==> src/rtl/instr_fetch_unit.sv <==
// Instruction fetch sequencer: holds the PC, issues one outstanding imem read at a
// time, and hands 16-bit instructions to decode over a valid/ready handshake.
module instr_fetch_unit #(
  parameter int                ADDR_W   = 8,
  parameter logic [ADDR_W-1:0] RESET_PC = '0
) (
  input  logic              clk,
  input  logic              rst,
  output logic              imem_req,
  output logic [ADDR_W-1:0] imem_addr,
  input  logic              imem_valid,
  input  logic [15:0]       imem_rdata,
  input  logic              redirect_en,
  input  logic [ADDR_W-1:0] redirect_pc,
  output logic              out_valid,
  input  logic              out_ready,
  output logic [15:0]       out_instr,
  output logic [3:0]        out_opcode,
  output logic [ADDR_W-1:0] out_pc,
  output logic              halted
);

  // state   | meaning
  // S_ISSUE | drive imem_req for one cycle at pc
  // S_WAIT  | request outstanding, capture response
  // S_HOLD  | instruction presented, wait for decode to accept
  // S_DRAIN | stale request outstanding after redirect, discard its response
  // S_HALT  | STOP accepted, fetch stopped until reset
  typedef enum logic [2:0] {
    S_ISSUE,
    S_WAIT,
    S_HOLD,
    S_DRAIN,
    S_HALT
  } state_t;

  localparam logic [3:0] OP_STOP = 4'b1111;

  state_t            state;
  logic [ADDR_W-1:0] pc;

  assign imem_req   = (state == S_ISSUE);
  assign imem_addr  = pc;
  assign out_opcode = out_instr[15:12];

  always_ff @(posedge clk) begin
    if (rst) begin
      state     <= S_ISSUE;
      pc        <= RESET_PC;
      out_valid <= 1'b0;
      out_instr <= '0;
      out_pc    <= '0;
      halted    <= 1'b0;
    end else begin
      case (state)
        S_ISSUE: begin
          if (redirect_en) begin
            pc        <= redirect_pc;
            out_valid <= 1'b0;
            state     <= S_DRAIN;
          end else begin
            state <= S_WAIT;
          end
        end

        S_WAIT: begin
          if (redirect_en) begin
            pc        <= redirect_pc;
            out_valid <= 1'b0;
            state     <= imem_valid ? S_ISSUE : S_DRAIN;
          end else if (imem_valid) begin
            out_instr <= imem_rdata;
            out_pc    <= pc;
            out_valid <= 1'b1;
            pc        <= pc + ADDR_W'(1);
            state     <= S_HOLD;
          end
        end

        S_HOLD: begin
          // A redirect flushes the held instruction even if it is being accepted.
          if (redirect_en) begin
            pc        <= redirect_pc;
            out_valid <= 1'b0;
            state     <= S_ISSUE;
          end else if (out_ready) begin
            out_valid <= 1'b0;
            if (out_opcode == OP_STOP) begin
              halted <= 1'b1;
              state  <= S_HALT;
            end else begin
              state <= S_ISSUE;
            end
          end
        end

        S_DRAIN: begin
          if (redirect_en) begin
            pc        <= redirect_pc;
            out_valid <= 1'b0;
          end
          // The single stale request retires here; leaving on its response
          // avoids waiting forever for a second response that never comes.
          if (imem_valid) begin
            state <= S_ISSUE;
          end
        end

        S_HALT: begin
          out_valid <= 1'b0;
          halted    <= 1'b1;
        end

        default: state <= S_ISSUE;
      endcase
    end
  end

endmodule

==> config.mk <==
export PLATFORM = sky130hd
export DESIGN_NAME = instr_fetch_unit
export DESIGN_NICKNAME = d
export VERILOG_FILES = /design/src/rtl/instr_fetch_unit.sv
export SDC_FILE = /design/constraint.sdc
export NUM_CORES = 1
export LEC_CHECK = 0
export CAP_MARGIN = 30
export CELL_PAD_IN_SITES_DETAIL_PLACEMENT = 1
export CELL_PAD_IN_SITES_GLOBAL_PLACEMENT = 1
export CORE_UTILIZATION = 32
export DETAILED_ROUTE_END_ITERATION = 16
export PLACE_DENSITY = 0.94
export SYNTH_ARGS = -nofsm -noshare
export SYNTH_HDL_FRONTEND = slang
export SYNTH_SLANG_ARGS = --single-unit
==> constraint.sdc <==
create_clock -name clk -period 2.5 [get_ports clk]
set_input_delay 0.25 -clock clk [delete_from_list [all_inputs] [get_ports clk]]
set_output_delay 0.25 -clock clk [all_outputs]
set_load 0.1 [all_outputs]
=== After elaboration in Yosys (flattened, before gate mapping) ===
Cells that the tools add are included.

* Flip-flop bits (word level): 37

* $add $sub $neg: 1
* Equal/unequal tests: 13
* Muxes and demuxes: 23
* Bitwise gates (word level): 2
* Reductions and logical operators: 11

{| class="wikitable"
|+ Operators with widths
! cell !! count
|-
| $mux 8 || 3
|-
| $mux 3 || 6
|-
| $pmux 8 s2 || 1
|-
| $pmux 3 s5 || 1
|-
| $reduce_and 4->1 || 3
|-
| $add 8x1->8 const B || 1
|-
| $mux 1 || 8
|-
| $ne 2x2->1 const B || 4
|-
| $eq 3x2->1 const B || 2
|-
| $ne 3x3->1 const B || 2
|-
| $reduce_and 3->1 || 2
|-
| $eq 4x4->1 const B || 1
|-
| $mux 2 || 2
|-
| $ne 2x1->1 const B || 2
|-
| $pmux 1 s4 || 1
|-
| $reduce_bool 2->1 || 2
|-
| $reduce_bool 4->1 || 1
|-
| $eq 3x1->1 const B || 1
|-
| $eq 3x3->1 const B || 1
|-
| $logic_not 3->1 || 1
|-
| $reduce_or 3->1 || 1
|-
| $not 1->1 || 2
|-
| $pmux 1 s2 || 1
|-
| $reduce_or 2->1 || 1
|}

=== Depth between registers and ports, before layout ===
Gate-level depths: netlist of the first run.

* Depth after elaboration: 5
* Mapped depth: 6
* Mapped depth without buffers: 5

=== Worst setup path before layout of the first run ===
Ideal clock, no wire load.

* Kind: reg2out
* Start: register state[2]
* End: output imem_req
* Data arrival time: 2.551 ns
* Required time: 2.250 ns
* Path slack: -0.301 ns
* Stages on the path, launching flop included: 3
* Path through: dfxtp_1 -> buf_6 -> nor3_1

* Longest elaborated chain between the ends: 1

{| class="wikitable"
|+ RTL lines
! item !! line !! source
|-
| start, declared || 39 || <nowiki>state_t state;</nowiki>
|-
| start signal, assigned || 70 || <nowiki>state <= imem_valid ? S_ISSUE : S_DRAIN;</nowiki>
|-
| $logic_not 3->1 || 42 || <nowiki>assign imem_req = (state == S_ISSUE);</nowiki>
|-
| end, declared || 9 || <nowiki>output logic imem_req,</nowiki>
|}

Every way passes these cells.

=== Final worst setup path of the first run ===
* Start: register state[1]
* End: register pc[5] (netlist: imem_addr[5])

* Longest elaborated chain between the ends: 4

{| class="wikitable"
|+ RTL lines
! item !! line !! source
|-
| $eq 3x2->1 / $logic_not 3->1 (equally long branches) || 55 || <nowiki>case (state)</nowiki>
|-
| $reduce_or 3->1 (no line) || n/a ||
|-
| $ne 2x1->1 (no line) / $reduce_bool 2->1 (equally long branches) || n/a ||
|-
| $reduce_and 3->1 (no line) || n/a ||
|-
| end signal, assigned || 58 || <nowiki>pc <= redirect_pc;</nowiki>
|-
| end signal, assigned || 68 || <nowiki>pc <= redirect_pc;</nowiki>
|-
| end signal, assigned || 75 || <nowiki>pc <= pc + ADDR_W'(1);</nowiki>
|-
| end, declared || 40 || <nowiki>logic [ADDR_W-1:0] pc;</nowiki>
|}

Parallel ways exist; a longest one is shown, timed or not.
A chain may end at the register's enable or synchronous reset.

==> out/metrics.yaml, run 1 <==
outcome: "finished, final reports clean"
reg2reg_depth: 4
diodes: 0
r2r_slack_ns: 0.75
total_power_mw: 1.45
synth-edff-count: 0
final_cells: 332
drt-initial-drc-count: 54
finalHoldViolCount: 0
critPathKind: "flip-flop to flip-flop"
antenna_found_initial: 0
vdd_drop_max_v: 0.000269
syn_nets: 233
drc: 0
grt_pass1_wl_um: 7730
drv_slew: 0
rsz0062_at_grt: "false"
io_buffer_count: 67
p_leak_nw: 0.897
initial_core_util_pct: 34.3
critical_path.max_fanout: 11
power.density_mw_per_mm2: 621
ys_types: 37
drive_above_1_share_pct: 20.0
tns_ns: 0
syn_inst: 203
min_period_ns: 1.75
viasPerCell: 4.89
skew_ns: 0.00362
clock_latency_ns: 0.29
clkTransAtPathRegs_ns: 0.07
arrival_ns: 1.95
fin_util_pct: 48.1
die_area_mm2: 0.00549
ios: 68
synth_top_cell_by_area: "dfxtp_1"
post_cts_buffers: 0
cap_violations: 0
dp.cells: 324
die_h_um: 74.1
grt_use_total_pct: 18.7
avgSynthCellArea_um2: 8.20
fin_area_mm2: 0.00233
hp-class: "flip-flop to flip-flop"
timing.fmax_ghz: 0.571
final_nets: 294
drtAntennaViolNets: 0
required_ns: 2.70
ys_async_sr_fraction_pct: 0
dpl.hpwl_um: 3610
fill_cells: 596
core_mm2: 0.00485
ctsHoldBuffers: 0
finalWirelength_um: 4900
die_w_um: 74.1
startpoint: "state[1]$_SDFFE_PP0P_"
setup-violations-final: 0
placedInstanceArea_mm2: 0.00225
postCtsResizedCells: 0
start_kind: "flip-flop"
cts.sinks: 37
fp-row-count: 25
cts_tree: "yes"
reg2reg_to: "imem_addr[5]$_SDFFE_PP0P_"
grt_max_degree: 26
endpoint: "imem_addr[5]$_SDFFE_PP0P_"
finalCritPeriodShare_pct: 70.1
synth_area_leaders: "dfxtp_1 45%, nand2_1 12%, a21oi_1 8.7%, mux2i_1 3.6%, buf_4 2.3%"
gp_routability_congestion: 0.787
grt_overflow: 0
ys_warn_count: 0
max_slew_margin_pct: 63.5
seq_area_frac_synth_pct: 44.5
r2r-start: "state[1]$_SDFFE_PP0P_"
synth_area_mm2: 0.00166
cts_buffers: 5
routed-via-count: 1624
grt_pass1_vias: 1580
cts_max_level: 2
routedWlPerCell_um: 14.8
cts_root_buf: "clkbuf_8"
worstMarginPinSlew_ns: 0.547
ys_seq_elements: 37
ys.flop_type: "dfxtp_1"
area_delta_synth_final_pct: 40.1
dr.pass1.iters: 4
synth_top_area_share_pct: 44.5
endpoint_kind: "flip-flop"
cts_max_path_buffers: 2
==> logic make-up after synthesis <==
logic type / after synthesis / synth area share (%)
and+or+nand+nor: 84 / 23.4
AOI/OAI and AO/OA: 51 / 19.5
DFF: 37 / 44.5
buffers and inverters: 23 / 7.67
muxes: 6 / 3.61
xor gates and xnor gates: 1 / 0.526
adders and majority gates: 1 / 0.752
==> how the worst min path moves through the flow <==
stage | depth (start not counted) | end | startpoint
2_1_floorplan | 1 | state[0]$_SDFFE_PP0P_ | imem_valid
3_3_place_gp | 2 | halted$_SDFFE_PP0P_ | halted$_SDFFE_PP0P_
3_5_place_dp | 2 | halted$_SDFFE_PP0P_ | halted$_SDFFE_PP0P_
4_1_cts | 2 | halted$_SDFFE_PP0P_ | halted$_SDFFE_PP0P_
5_1_grt | 2 | halted$_SDFFE_PP0P_ | halted$_SDFFE_PP0P_
6_report | 2 | out_pc[2]$_SDFFE_PP0P_ | out_pc[2]$_SDFFE_PP0P_
==> worst max-delay path, stage by stage, from the launching register on <==
cell	delay, ns
dfxtp_1	0.60
and2b_1	0.28
o21ba_1	0.33
mux2i_1	0.17
a221oi_1	0.28
==> metrics by stage <==
stage	hold slack (ns)	setup WS, ns
floorplan	0.366	0.547
global placement	0.436	0.584
detailed placement	0.450	0.534
CTS	0.461	0.745
global route	0.483	0.666
finish	0.456	0.747
==> flip-flops by register name (all words and copies together), names as in the netlist <==
register	cells
imem_addr	8
out_pc	8
state	3
out_valid	1
halted	1
out_instr	16
==> layer usage <==
layer | vias to the layer above | wire length (um) | GRT usage (%)
met5 | - | 0 | 0
met2 | 42 | 2500 | 31.5
met3 | 8 | 222 | 2.57
li1 | 810 | - | -
met4 | 0 | 93 | 8.97
met1 | 764 | 2090 | 23.5
==> cells in the final DEF (no fill, tap or decap), types with 2 or more instances in the layout <==
cell / n
dfxtp_1: 37
nor2_1: 8
nand4_1: 3
o32ai_1: 3
clkbuf_1: 3
a21o_1: 2
a21oi_1: 29
nand3_1: 5
buf_4: 43
clkbuf_8: 5
a2111oi_0: 2
nand2_1: 51
nor2b_1: 5
inv_1: 6
clkdlybuf4s50_1: 28
a211oi_1: 2
o21ai_0: 3
o2bb2ai_1: 2
mux2i_1: 6
nand2b_1: 4
==> cells in the mapped netlist (3+ instances only) <==
cell type and number:
mux2i_1 6, clkbuf_1 4, nand4_1 3, buf_2 6, o32ai_1 3, nor2b_1 5
a21oi_1 29, o21ai_0 3, nor2_1 8, dfxtp_1 37, nand3_1 5, buf_4 5
nand2b_1 4, nand2_1 51, inv_1 6
==> final cells by class <==
| cell class | instances | area [um^2] | area share (%) |
|---|---|---|---|
| Timing Repair Buffer | 71 | 603 | 25.9 |
| Tap cell | 67 | 83.8 | 3.60 |
| Inverter | 6 | 22.5 | 0.966 |
| Clock buffer | 8 | 80.1 | 3.44 |
| Multi-Input combinational cell | 143 | 801 | 34.4 |
| Sequential cell | 37 | 741 | 31.8 |
==> report_power, final <==
group          leakage [nW]  switching, mW  total (mW)  internal, mW
registers             0.301         0.0382       0.653         0.614
clock network        0.0395          0.213       0.411         0.198
logic                 0.556          0.269       0.383         0.114
(Power assumes the default switching activity.)
==> run 2, diff against run 1 <==
- CORE_UTILIZATION: 32 -> 27
- PLACE_DENSITY: 0.94 -> 0.86
- clock period: 2.5 -> 1.6 ns (I/O delays scaled with it)
==> run 2 against run 1 <==
Net effect:
- wire length is 2.9% higher
- combinational power grew 98%
- via count is 3.8% higher
- die area grew 18%
- sequential share of layout area decreased by 6.4 points
- clock power up 56%
- setup slack got worse by 0.60 ns
- cell count is 6.0% higher
- global-route usage fell by 1.4 points
- core utilization increased by 2.0 points
- highest routed layer unchanged
==> out/metrics.yaml, run 2 (synthesis gave the netlist of run 1 again) <==
fp-row-count: 28  # +12%
cts.sinks: 37  # unchanged
antenna_found_initial: 0  # unchanged
reg2reg_to: "imem_addr[0]$_SDFFE_PP0P_"
cts_root_buf: "clkbuf_8"
power.density_mw_per_mm2: 818  # +32%
reg2reg_depth: 5  # +1
clock_latency_ns: 0.29  # about the same
endpoint: "imem_addr[0]$_SDFFE_PP0P_"
final.setup.worst_slack_ns: 0.150  # -0.597 ns
cap_violations: 0  # unchanged
routedWlPerCell_um: 14.3  # -2.9%
ff_latch_area_um2: 753  # +1.7%
core_mm2: 0.00592  # +22%
dr.pass1.iters: 4  # unchanged
fin_area_mm2: 0.00297  # +27%
post-place-ws_ns: -0.112  # -0.646 ns
drv_slew: 0  # unchanged
vdd_drop_max_v: 0.000567  # +110%
grt_use_total_pct: 17.3  # -1.4 points
arrival_ns: 1.66  # -0.29 ns
p_leak_nw: 1.08  # +20%
post_cts_buffers: 0  # unchanged
finalHoldViolCount: 0  # unchanged
die_area_mm2: 0.00648  # +18%
dp.cells: 344  # +6.2%
grt_pass1_wl_um: 8510  # +10%
gp_routability_congestion: 0.759  # -3.6%
cts_tree: "yes"
drc: 0  # unchanged
dpl.hpwl_um: 3950  # +9.4%
final_cells: 352  # +6.0%
skew_ns: 0.00513  # +0.00151 ns
clkTransAtPathRegs_ns: 0.07  # about the same
cts_buffers: 5  # unchanged
required_ns: 1.81  # -0.89 ns
io_buffer_count: 67  # unchanged
die_w_um: 80.5  # +8.6%
fill_cells: 648  # +8.7%
grt_pass1_vias: 1705  # +7.9%
cts_max_level: 2  # unchanged
max_slew_margin_pct: 75.1  # +12 points
rsz0062_at_grt: "false"
setup-violations-final: 0  # unchanged
start_kind: "flip-flop"
routed-via-count: 1685  # +3.8%
crit_slowest_cell: "dfxtp_1"
die_h_um: 80.5  # +8.6%
drive_above_1_share_pct: 28.2  # +8.2 points
hp-class: "input port to flip-flop"
drtAntennaViolNets: 0  # unchanged
path_cells: "buf_4, nand2_2, o31a_1, or3_1, a31oi_1"
placedInstanceArea_mm2: 0.00288  # +28%
timing.fmax_ghz: 0.690  # +21%
finalWirelength_um: 5050  # +2.9%
cts_max_path_buffers: 2  # unchanged
worstMarginPinSlew_ns: 0.364  # -0.183 ns
largest_reg_flops: 16  # unchanged
viasPerCell: 4.79  # -2.1%
initial_core_util_pct: 28.1  # -6.2 points
r2r-start: "state[0]$_SDFFE_PP0P_"
drt-initial-drc-count: 73  # +35%
critPathKind: "flip-flop to flip-flop"
diodes: 0  # unchanged
critPathMaxStageDelay_ns: 0.33  # -0.27 ns
path_delay_family: "compound AO/OA/AOI/OAI gates"
outcome: "finished, final reports clean"
area_delta_synth_final_pct: 78.2
final_nets: 306  # +4.1%
critical_path.max_fanout: 9  # -2
layout_commonest_cell: "nand2_1"
ios: 68  # unchanged
endpoint_kind: "flip-flop"
tns_ns: 0  # unchanged
startpoint: "state[0]$_SDFFE_PP0P_"
finalCritPeriodShare_pct: 90.6  # +21 points
r2r_slack_ns: 0.15  # -0.60 ns
path_buf_inv: 1  # +1
cp.depth: 5  # +1
total_power_mw: 2.43  # +68%
regMostFlops: "out_instr"
multi_input_area_um2: 807  # +0.78%
grt_overflow: 0  # unchanged
min_period_ns: 1.45  # -0.303 ns
grt_max_degree: 26  # unchanged
layout_common_cells: "51 x nand2_1, 41 x buf_12, 29 x a21oi_1"
## run 2: changes by cell type in the layout (fill, tap and decap cells not counted)
cell and delta:
o21ba_2 +1, clkbuf_1 -2, nor3_2 -1, nor3_4 +1, dfxtp_2 +10, dfxtp_1 -10
o21ba_1 -1, buf_4 -29, clkinv_2 +2, buf_12 +41
## run 2: worst min-delay path: cells and delay by family
kind	cells	cell delay (ns)
compound gates	1	0.05
buf+inv	1	0.39
simple gates	1	0.06
## run 2: repair_timing
item / CTS / global route
hold buffers: 0 / 0
setup endpoints to repair: 0 / 1
resized for setup: 0 / 1
## run 2: through the flow
stage | util [%] | hold WS, ns
finish | 50.1 | 0.412
CTS | 50.1 | 0.408
global route | 50.1 | 0.414
floorplan | - | 0.277
global placement | 48.7 | 0.478
detailed placement | 48.7 | 0.486
## run 2: power breakdown
part	internal [mW]	switching (mW)	leakage (nW)
clock	0.302	0.339	0.0450
sequential	0.964	0.0635	0.305
combinational	0.310	0.448	0.730
total	1.58	0.850	1.08
## run 2: area by class of cell
class / instances / area share (%)
repair buffers: 83 / 40.7
clock buffers: 6 / 2.45
clock inverters: 2 / 0.338
flip-flops and latches: 37 / 25.4
multi-input cells: 143 / 27.2
well taps: 75 / 3.16
inverters: 6 / 0.759
## run 2: worst min path at each step
stage	startpoint	slack [ns]	endpoint	cells past startpoint
finish	imem_rdata[15]	0.41	out_instr[15]$_SDFFE_PP0P_	3
global placement	out_instr[5]$_SDFFE_PP0P_	0.48	out_instr[5]$_SDFFE_PP0P_	2
CTS	imem_rdata[14]	0.41	out_instr[14]$_SDFFE_PP0P_	3
global route	imem_rdata[13]	0.41	out_instr[13]$_SDFFE_PP0P_	3
detailed placement	out_instr[5]$_SDFFE_PP0P_	0.49	out_instr[5]$_SDFFE_PP0P_	2
floorplan	imem_valid	0.28	state[0]$_SDFFE_PP0P_	1
## run 2: metal layers
metal	track usage [%]	vias up	wire, um
li1	-	838	-
met1	20.5	800	2110
met4	5.36	0	54
met5	0	-	0
met3	3.86	5	228
met2	30.5	42	2650
